$ cat config.mk
export PLATFORM = sky130hd
export DESIGN_NAME = mips_multicycle_ctrl
export DESIGN_NICKNAME = d
export VERILOG_FILES = /design/src/rtl/mips_mc_pkg.sv /design/src/rtl/mips_alu_decode.sv /design/src/rtl/mips_multicycle_ctrl.sv
export SDC_FILE = /design/constraint.sdc
export NUM_CORES = 1
export LEC_CHECK = 0
export ABC_AREA = 1
export BUFFER_PORTS_ARGS = -buffer_cell sky130_fd_sc_hd__buf_2
export CAP_MARGIN = 10
export CELL_PAD_IN_SITES_DETAIL_PLACEMENT = 0
export CELL_PAD_IN_SITES_GLOBAL_PLACEMENT = 1
export CORE_ASPECT_RATIO = 0.75
export CORE_MARGIN = 2
export CORE_UTILIZATION = 34
export DETAILED_ROUTE_END_ITERATION = 10
export GPL_TIMING_DRIVEN = 1
export PLACE_DENSITY = 0.94
export SYNTH_ARGS = -nofsm -noshare
export SYNTH_HDL_FRONTEND = slang
export SYNTH_SLANG_ARGS = --single-unit
$ cat constraint.sdc
create_clock -name clock -period 2.5 [get_ports clock]
set_clock_uncertainty 0.05 [all_clocks]
set_input_delay 0.5 -clock clock [delete_from_list [all_inputs] [get_ports clock]]
set_output_delay 0.5 -clock clock [all_outputs]
set_load 0.03 [all_outputs]
$ cat src/rtl/mips_mc_pkg.sv
// Shared types and encodings for the FUM MIPS multi-cycle controller:
// states, opcode/funct constants, ALU op codes, datapath select codes.
package mips_mc_pkg;

    typedef enum logic [3:0] {
        S_FETCH,
        S_DECODE,
        S_MEM_ADDR,
        S_MEM_RD,
        S_MEM_WB,
        S_MEM_WR,
        S_R_EXEC,
        S_R_WB,
        S_I_EXEC,
        S_I_WB,
        S_BRANCH,
        S_JUMP
    } state_t;

    localparam logic [5:0] OP_RTYPE = 6'h00;
    localparam logic [5:0] OP_J     = 6'h02;
    localparam logic [5:0] OP_BEQ   = 6'h04;
    localparam logic [5:0] OP_ADDI  = 6'h08;
    localparam logic [5:0] OP_LW    = 6'h23;
    localparam logic [5:0] OP_SW    = 6'h2B;

    localparam logic [5:0] FN_ADD = 6'h20;
    localparam logic [5:0] FN_SUB = 6'h22;
    localparam logic [5:0] FN_AND = 6'h24;
    localparam logic [5:0] FN_OR  = 6'h25;
    localparam logic [5:0] FN_SLT = 6'h2A;

    localparam logic [3:0] ALU_AND = 4'b0000;
    localparam logic [3:0] ALU_OR  = 4'b0001;
    localparam logic [3:0] ALU_ADD = 4'b0010;
    localparam logic [3:0] ALU_SUB = 4'b0110;
    localparam logic [3:0] ALU_SLT = 4'b0111;

    localparam logic [1:0] SRC_B_RT      = 2'd0;
    localparam logic [1:0] SRC_B_FOUR    = 2'd1;
    localparam logic [1:0] SRC_B_IMM     = 2'd2;
    localparam logic [1:0] SRC_B_IMM_SH2 = 2'd3;

    localparam logic [1:0] PC_SRC_ALU    = 2'd0;
    localparam logic [1:0] PC_SRC_ALUOUT = 2'd1;
    localparam logic [1:0] PC_SRC_JUMP   = 2'd2;

    // Every per-cycle datapath control, so a whole cycle can default to '0.
    typedef struct packed {
        logic       pc_write;
        logic       pc_write_cond;
        logic       i_or_d;
        logic       mem_read;
        logic       mem_write;
        logic       ir_write;
        logic       mem_to_reg;
        logic       reg_dst;
        logic       reg_write;
        logic       alu_src_a;
        logic [1:0] alu_src_b;
        logic [3:0] alu_op;
        logic [1:0] pc_source;
        logic       illegal_op;
        logic       mem_err;
        logic       busy_fetch;
    } ctrl_t;

endpackage

$ cat src/rtl/mips_alu_decode.sv
// R-type funct decoder: maps IR[5:0] to the 4-bit ALU op and flags
// any funct the ALU does not implement.
module mips_alu_decode
    import mips_mc_pkg::*;
(
    input  logic [5:0] funct,
    output logic [3:0] alu_op,
    output logic       illegal
);

    always_comb begin
        // NOTE: defaults first so every path assigns every output and no latch is inferred.
        alu_op  = ALU_ADD;
        illegal = 1'b0;
        case (funct)
            FN_ADD:  alu_op = ALU_ADD;
            FN_SUB:  alu_op = ALU_SUB;
            FN_AND:  alu_op = ALU_AND;
            FN_OR:   alu_op = ALU_OR;
            FN_SLT:  alu_op = ALU_SLT;
            default: illegal = 1'b1;
        endcase
    end

endmodule

$ cat src/rtl/mips_multicycle_ctrl.sv
// Multi-cycle FSM sequencer for the FUM MIPS datapath with mem_ready handshake
// and memory watchdog. Define MC_PERF_CNT_EN to add cycle/instruction counters.
module mips_multicycle_ctrl
    import mips_mc_pkg::*;
#(
    parameter int MEM_TIMEOUT = 15,
    parameter int CNT_W       = 32
) (
    input  logic       clock,
    input  logic       reset_n,
    input  logic [5:0] opcode,
    input  logic [5:0] funct,
    input  logic       zero,
    input  logic       mem_ready,
    output logic       pc_write,
    output logic       pc_write_cond,
    output logic       i_or_d,
    output logic       mem_read,
    output logic       mem_write,
    output logic       ir_write,
    output logic       mem_to_reg,
    output logic       reg_dst,
    output logic       reg_write,
    output logic       alu_src_a,
    output logic [1:0] alu_src_b,
    output logic [3:0] alu_op,
    output logic [1:0] pc_source,
    output logic       illegal_op,
    output logic       mem_err,
    output logic       busy_fetch
`ifdef MC_PERF_CNT_EN
    ,
    output logic [CNT_W-1:0] cycle_cnt,
    output logic [CNT_W-1:0] instr_cnt
`endif
);

    localparam int WAIT_W = $clog2(MEM_TIMEOUT + 1);
    localparam logic [WAIT_W-1:0] WAIT_LAST = WAIT_W'(MEM_TIMEOUT - 1);

    state_t            state, state_next;
    logic [WAIT_W-1:0] wait_cnt;
    logic              mem_state, expire;
    logic [3:0]        dec_alu_op;
    logic              dec_illegal;
    ctrl_t             ctl, ctl_out;

    // The branch decision is taken in the datapath from pc_write_cond and zero.
    logic unused_zero;
    assign unused_zero = zero;

    mips_alu_decode u_alu_decode (
        .funct   (funct),
        .alu_op  (dec_alu_op),
        .illegal (dec_illegal)
    );

    assign mem_state = (state == S_FETCH) || (state == S_MEM_RD) || (state == S_MEM_WR);
    // The last permitted wait cycle still completes if mem_ready arrives in it.
    assign expire    = mem_state && !mem_ready && (wait_cnt == WAIT_LAST);

    always_ff @(posedge clock or negedge reset_n) begin
        // NOTE: sequential state uses non-blocking assignments so all registers update together.
        if (!reset_n) begin
            state    <= S_FETCH;
            wait_cnt <= '0;
        end else begin
            state <= state_next;
            if ((state_next != state) || expire)
                wait_cnt <= '0;
            else if (mem_state && !mem_ready)
                wait_cnt <= wait_cnt + WAIT_W'(1);
        end
    end

    always_comb begin
        state_next = state;
        ctl        = '0;
        case (state)
            S_FETCH: begin
                ctl.mem_read   = 1'b1;
                ctl.alu_src_b  = SRC_B_FOUR;
                ctl.alu_op     = ALU_ADD;
                ctl.pc_source  = PC_SRC_ALU;
                ctl.busy_fetch = 1'b1;
                if (mem_ready) begin
                    ctl.ir_write = 1'b1;
                    ctl.pc_write = 1'b1;
                    state_next   = S_DECODE;
                end else if (expire) begin
                    ctl.mem_err = 1'b1;
                end
            end
            S_DECODE: begin
                ctl.alu_src_b = SRC_B_IMM_SH2;
                ctl.alu_op    = ALU_ADD;
                case (opcode)
                    OP_LW, OP_SW: state_next = S_MEM_ADDR;
                    OP_RTYPE:     state_next = S_R_EXEC;
                    OP_ADDI:      state_next = S_I_EXEC;
                    OP_BEQ:       state_next = S_BRANCH;
                    OP_J:         state_next = S_JUMP;
                    default: begin
                        ctl.illegal_op = 1'b1;
                        state_next     = S_FETCH;
                    end
                endcase
            end
            S_MEM_ADDR: begin
                ctl.alu_src_a = 1'b1;
                ctl.alu_src_b = SRC_B_IMM;
                ctl.alu_op    = ALU_ADD;
                state_next    = (opcode == OP_LW) ? S_MEM_RD : S_MEM_WR;
            end
            S_MEM_RD: begin
                ctl.mem_read = 1'b1;
                ctl.i_or_d   = 1'b1;
                if (mem_ready) begin
                    state_next = S_MEM_WB;
                end else if (expire) begin
                    ctl.mem_err = 1'b1;
                    state_next  = S_FETCH;
                end
            end
            S_MEM_WB: begin
                ctl.reg_write  = 1'b1;
                ctl.mem_to_reg = 1'b1;
                state_next     = S_FETCH;
            end
            S_MEM_WR: begin
                ctl.mem_write = 1'b1;
                ctl.i_or_d    = 1'b1;
                if (mem_ready) begin
                    state_next = S_FETCH;
                end else if (expire) begin
                    ctl.mem_err = 1'b1;
                    state_next  = S_FETCH;
                end
            end
            S_R_EXEC: begin
                ctl.alu_src_a = 1'b1;
                ctl.alu_src_b = SRC_B_RT;
                ctl.alu_op    = dec_alu_op;
                if (dec_illegal) begin
                    ctl.illegal_op = 1'b1;
                    state_next     = S_FETCH;
                end else begin
                    state_next = S_R_WB;
                end
            end
            S_R_WB: begin
                ctl.reg_write = 1'b1;
                ctl.reg_dst   = 1'b1;
                state_next    = S_FETCH;
            end
            S_I_EXEC: begin
                ctl.alu_src_a = 1'b1;
                ctl.alu_src_b = SRC_B_IMM;
                ctl.alu_op    = ALU_ADD;
                state_next    = S_I_WB;
            end
            S_I_WB: begin
                ctl.reg_write = 1'b1;
                state_next    = S_FETCH;
            end
            S_BRANCH: begin
                ctl.alu_src_a     = 1'b1;
                ctl.alu_src_b     = SRC_B_RT;
                ctl.alu_op        = ALU_SUB;
                ctl.pc_write_cond = 1'b1;
                ctl.pc_source     = PC_SRC_ALUOUT;
                state_next        = S_FETCH;
            end
            S_JUMP: begin
                ctl.pc_write  = 1'b1;
                ctl.pc_source = PC_SRC_JUMP;
                state_next    = S_FETCH;
            end
            default: state_next = S_FETCH;
        endcase
    end

    // Gating with reset_n forces every enable low the instant reset asserts.
    assign ctl_out = reset_n ? ctl : '0;

    assign pc_write      = ctl_out.pc_write;
    assign pc_write_cond = ctl_out.pc_write_cond;
    assign i_or_d        = ctl_out.i_or_d;
    assign mem_read      = ctl_out.mem_read;
    assign mem_write     = ctl_out.mem_write;
    assign ir_write      = ctl_out.ir_write;
    assign mem_to_reg    = ctl_out.mem_to_reg;
    assign reg_dst       = ctl_out.reg_dst;
    assign reg_write     = ctl_out.reg_write;
    assign alu_src_a     = ctl_out.alu_src_a;
    assign alu_src_b     = ctl_out.alu_src_b;
    assign alu_op        = ctl_out.alu_op;
    assign pc_source     = ctl_out.pc_source;
    assign illegal_op    = ctl_out.illegal_op;
    assign mem_err       = ctl_out.mem_err;
    assign busy_fetch    = ctl_out.busy_fetch;

`ifdef MC_PERF_CNT_EN
    logic instr_done;
    assign instr_done = (state != S_FETCH) && (state_next == S_FETCH)
                        && !ctl.illegal_op && !ctl.mem_err;

    always_ff @(posedge clock or negedge reset_n) begin
        if (!reset_n) begin
            cycle_cnt <= '0;
            instr_cnt <= '0;
        end else begin
            cycle_cnt <= cycle_cnt + CNT_W'(1);
            if (instr_done)
                instr_cnt <= instr_cnt + CNT_W'(1);
        end
    end
`else
    localparam int unused_cnt_w = CNT_W;
`endif

endmodule

## Word-level counts from Yosys, hierarchy flattened

Index checks and enable logic that the tools add are counted.

- Register bits after elaboration: 8
- Input bits: 16
- Output and inout bits: 21
- Word-level logic and storage cells: 76

- $add $sub $neg: 1
- Equality and inequality tests: 23
- Multiplexer cells: 32
- Reductions and logical operators: 18

Operators with widths:

| cell | count |
|---|---|
| $eq A6 B6 Y1 const B | 7 |
| $pmux W6 S5 | 1 |
| $pmux W4 S7 | 1 |
| $mux W4 | 6 |
| $mux W21 | 1 |
| $eq A4 B4 Y1 const B | 5 |
| $pmux W4 S5 | 1 |
| $eq A4 B3 Y1 const B | 4 |
| $mux W1 | 16 |
| $pmux W3 S4 | 1 |
| $eq A4 B2 Y1 const B | 2 |
| $reduce_or A2 Y1 | 4 |
| $eq A6 B2 Y1 const B | 1 |
| $eq A6 B3 Y1 const B | 1 |
| $eq A6 B4 Y1 const B | 1 |
| $logic_not A6 Y1 | 1 |
| $mux W3 | 2 |
| $reduce_or A3 Y1 | 2 |
| $reduce_or A6 Y1 | 1 |
| $reduce_or A5 Y1 | 1 |
| $add A4 B1 Y4 const B | 1 |
| $eq A4 B1 Y1 const B | 1 |
| $logic_not A4 Y1 | 1 |
| $ne A4 B4 Y1 | 1 |
| other kinds (7) | 11 |

## Longest topological paths before layout

- Depth in word-level cells: 11
- Gate-level depth with buffers: 11
- Gate-level depth less buffers: 11

## By module

A second synthesis with hierarchy kept.

- Cell total of the unflattened synthesis: 176
- Area, all modules: 1,013.5 um^2

Modules (own cells, without submodules):

| module | times used | cells an instance | area each (um^2) | seq. area each (um^2) |
|---|---|---|---|---|
| mips_multicycle_ctrl | 1 | 150 | 893.4 | 200.2 |
| mips_alu_decode | 1 | 26 | 120.1 | 0.0 |

## Worst setup path before layout

Ideal clock, no wire load.

- Path type: flip-flop to output port
- Start: register state[1]
- End: output port illegal_op
- Arrival time: 1,688 ps
- Path slack: 262 ps
- Cell stages (with the launch flop): 6
- Path through: dfrtp_1 inv_2 nand2_2 nor2_2 nand2_1 o32ai_1

- Cells in the longest elaborated chain, start to end: 3
- Elaborated cells on any way between the ends: 4
- Those cells by class: 2 x eq/ne; 2 x mux

RTL lines:

| what | line | RTL |
|---|---|---|
| start: declaration | mips_multicycle_ctrl.sv:41 | `state_t state, state_next;` |
| start signal: assignment | mips_multicycle_ctrl.sv:68 | `state <= state_next;` |
| $eq A4 B3 Y1 or $eq A4 B1 Y1 (tied branches) | mips_multicycle_ctrl.sv:79 | `case (state)` |
| $pmux W1 S2 (*) | mips_multicycle_ctrl.sv:79 |  |
| $mux W21 (*) | mips_multicycle_ctrl.sv:184 | `assign ctl_out = reset_n ? ctl : '0;` |
| end: declaration | mips_multicycle_ctrl.sv:28 | `output logic illegal_op,` |

Mark *: on every way between the ends. The rest lies on a longest branch, timed or not.

## Worst setup path in the final report

Ends and elaborated chain as after synthesis.

==> metrics.cfg <==
[setup_path]
path_class = reg -> out
start_kind = flop
critPathCaptureType = output pin
worstPathRequired_ns = 1.95
rr_worst_depth = 7
path_max_fanout = 7
arrival_ns = 1.73

[global_route]
grt_pass1_vias = 980
grt_overflow = 0
antenna_found_initial = 0
grt_pass1_wl_um = 4230
grt_max_degree = 14
grt_usage_pct = 16.3

[pwr]
ir_drop_mv = 0.185
switching_share_pct = 44.8
power_leakage_nw = 0.708
p_comb_share_pct = 48.1
powerDensity_nw_per_um2 = 546
power_switching_uw = 292
p_int_uw = 360
p_clk_share_pct = 23.7
power_frac_seq_pct = 28.2

[routing]
route.detailed.drc = 0
drtAntennaViolNets = 0
avgViaCountPerCell = 4.78
dr.pass1.iters = 4
drtIter0Drc = 89
vias = 1113
drt_wl_total_um = 2330
wl_per_cell_um = 10.0

[clocking]
cts_buffer_depth = 2
insertion_delay_ns = 0.23
clock_sinks = 8
cts-htree-levels = 1
root_buffer = clkbuf_8
post_cts_resized = 0
clk_pin_slew_ns = 0.04
cts_tree = done
post-cts-setup-buffers = 0
hold_buffers = 0
cts_made_buffers = 3

[cells_and_area]
seqCellArea_um2 = 200
nets = 217
n_fill_cell = 295
multiInputGateArea_um2 = 631
drive_gt1_share_pct = 28.9
final_cell_mix = buf_2, nor2_1, nand2_1
final_common_cell = buf_2
area_growth_pct = 25.8
final_cells = 233
num_antenna_cells = 0

[timing]
period_needed_ns = 2.28
setup_viol = 0
hold_viol_final = 0
fin_tns_setup_ns = 0
fmax_mhz = 438
holdWs_ns = 0.0527
rsz0062_at_grt = false
slew_violations = 0
fin_crit_sh_pct = 91.3

[placed_design]
portBuffers = 34
place.gp.congestion = 0.845
hpwlAfterDp_um = 1940
placedCellCount = 230

[yosys]
ys_seq_area_share_pct = 21.1
yosysTopAreaCell = dfrtp_1
syn_inst = 162
synth_cell_types = 25
ys_ff_latch = 8
syn-cell-area_um2 = 951
synth_fp_nets = 180
netlist.area_leader.share_pct = 21.1
avgSynthCellArea_um2 = 5.87
ys_warn_count = 0
synthTopCellsByArea = dfrtp_1, nor2_1, nand2_1

[floorplan]
dieWidth_um = 65.1
die_area_um2 = 3240
ioPinCount = 37
core_um2 = 2640
start_util_pct = 36.0
std_cell_rows = 16
die_h_um = 49.8

[hold_path]
hold_class = in -> async

[status]
status = finished clean

[flow_run]
max_cap_viol_count = 0

## area by class of cell
cell class | instances | share of cell area, %
clock buffers | 3 | 3.45
flip-flops and latches | 8 | 16.7
repair buffers | 35 | 14.9
multi-input cells | 124 | 52.7
inverters | 27 | 8.47
well taps | 36 | 3.77
## cells in the mapped netlist (all sizes together)
| cell | number |
|---|---|
| nor2 | 36 |
| nand2 | 33 |
| inv | 27 |
| nand3 | 18 |
| nand4 | 9 |
| dfrtp | 8 |
| nor3 | 8 |
| a21oi | 6 |
| o21ai | 3 |
| buf | 2 |
| ha | 2 |
| nand3b | 2 |
| a31oi | 1 |
| clkbuf | 1 |
| conb | 1 |
| o31ai | 1 |
| o32ai | 1 |
| o41ai | 1 |
| xnor2 | 1 |
| xor2 | 1 |
## sequential cells by signal, indices dropped and copies added, names as in the netlist
register  count
state         4
wait_cnt      4
## layer usage
| metal | vias to the layer above | routed length (um) | track usage [%] |
|---|---|---|---|
| li1 | 600 | - | - |
| met4 | 0 | 25 | 5.21 |
| met2 | 35 | 975 | 23.7 |
| met3 | 3 | 159 | 1.37 |
| met5 | - | 0 | 0 |
| met1 | 475 | 1170 | 25.2 |
## stage by stage
| step | instance area, um2 | total power [mW] | setup slack [ns] | util (%) |
|---|---|---|---|---|
| 3_5_place_dp | 1150 | 0.502 | 0.465 | 43.7 |
| 5_1_grt | 1200 | 0.708 | 0.107 | 45.3 |
| 6_report | 1200 | 0.653 | 0.217 | 45.3 |
| 4_1_cts | 1200 | 0.660 | 0.217 | 45.3 |
| 2_1_floorplan | 951 | 0.417 | 0.262 | - |
| 3_3_place_gp | 1150 | 0.501 | 0.461 | 43.7 |
## worst max-delay path, stage by stage (launching register included)
cell and delay [ns]:
dfrtp_1 0.47, inv_2 0.10, nand2_2 0.09, nor2_2 0.26, nand2_1 0.08, o32ai_1 0.27, buf_2 0.24
## power groups by stage
stage          registers [mW]  logic (mW)  clock network (mW)
2_1_floorplan           0.179       0.238                   0
3_3_place_gp            0.185       0.316                   0
3_5_place_dp            0.185       0.316                   0
4_1_cts                 0.183       0.317               0.160
5_1_grt                 0.190       0.355               0.163
6_report                0.184       0.314               0.154
## cell families after synthesis
logic type	synth area share (%)
flip-flops	21.1
adder cells (fa/ha/maj)	2.63
AO/OA/AOI/OAI	8.03
buffers and inverters	12.6
XOR/XNOR	1.84
other	0.394
AND/OR/NAND/NOR	53.4
## worst paths after layout
kind | to | startpoint | slack (ns)
worst max register to register | wait_cnt[1] | state[1] | 0.85
worst max-delay path | illegal_op | state[1] | 0.22
min in group clock | wait_cnt[0] | wait_cnt[0] | 0.45
worst min register to register | wait_cnt[0] | wait_cnt[0] | 0.45
max in group asynchronous | wait_cnt[0] | reset_n | 2.01
worst min-delay path | state[3] | reset_n | 0.05
Note: power is estimated with default switching activity, not from simulation.
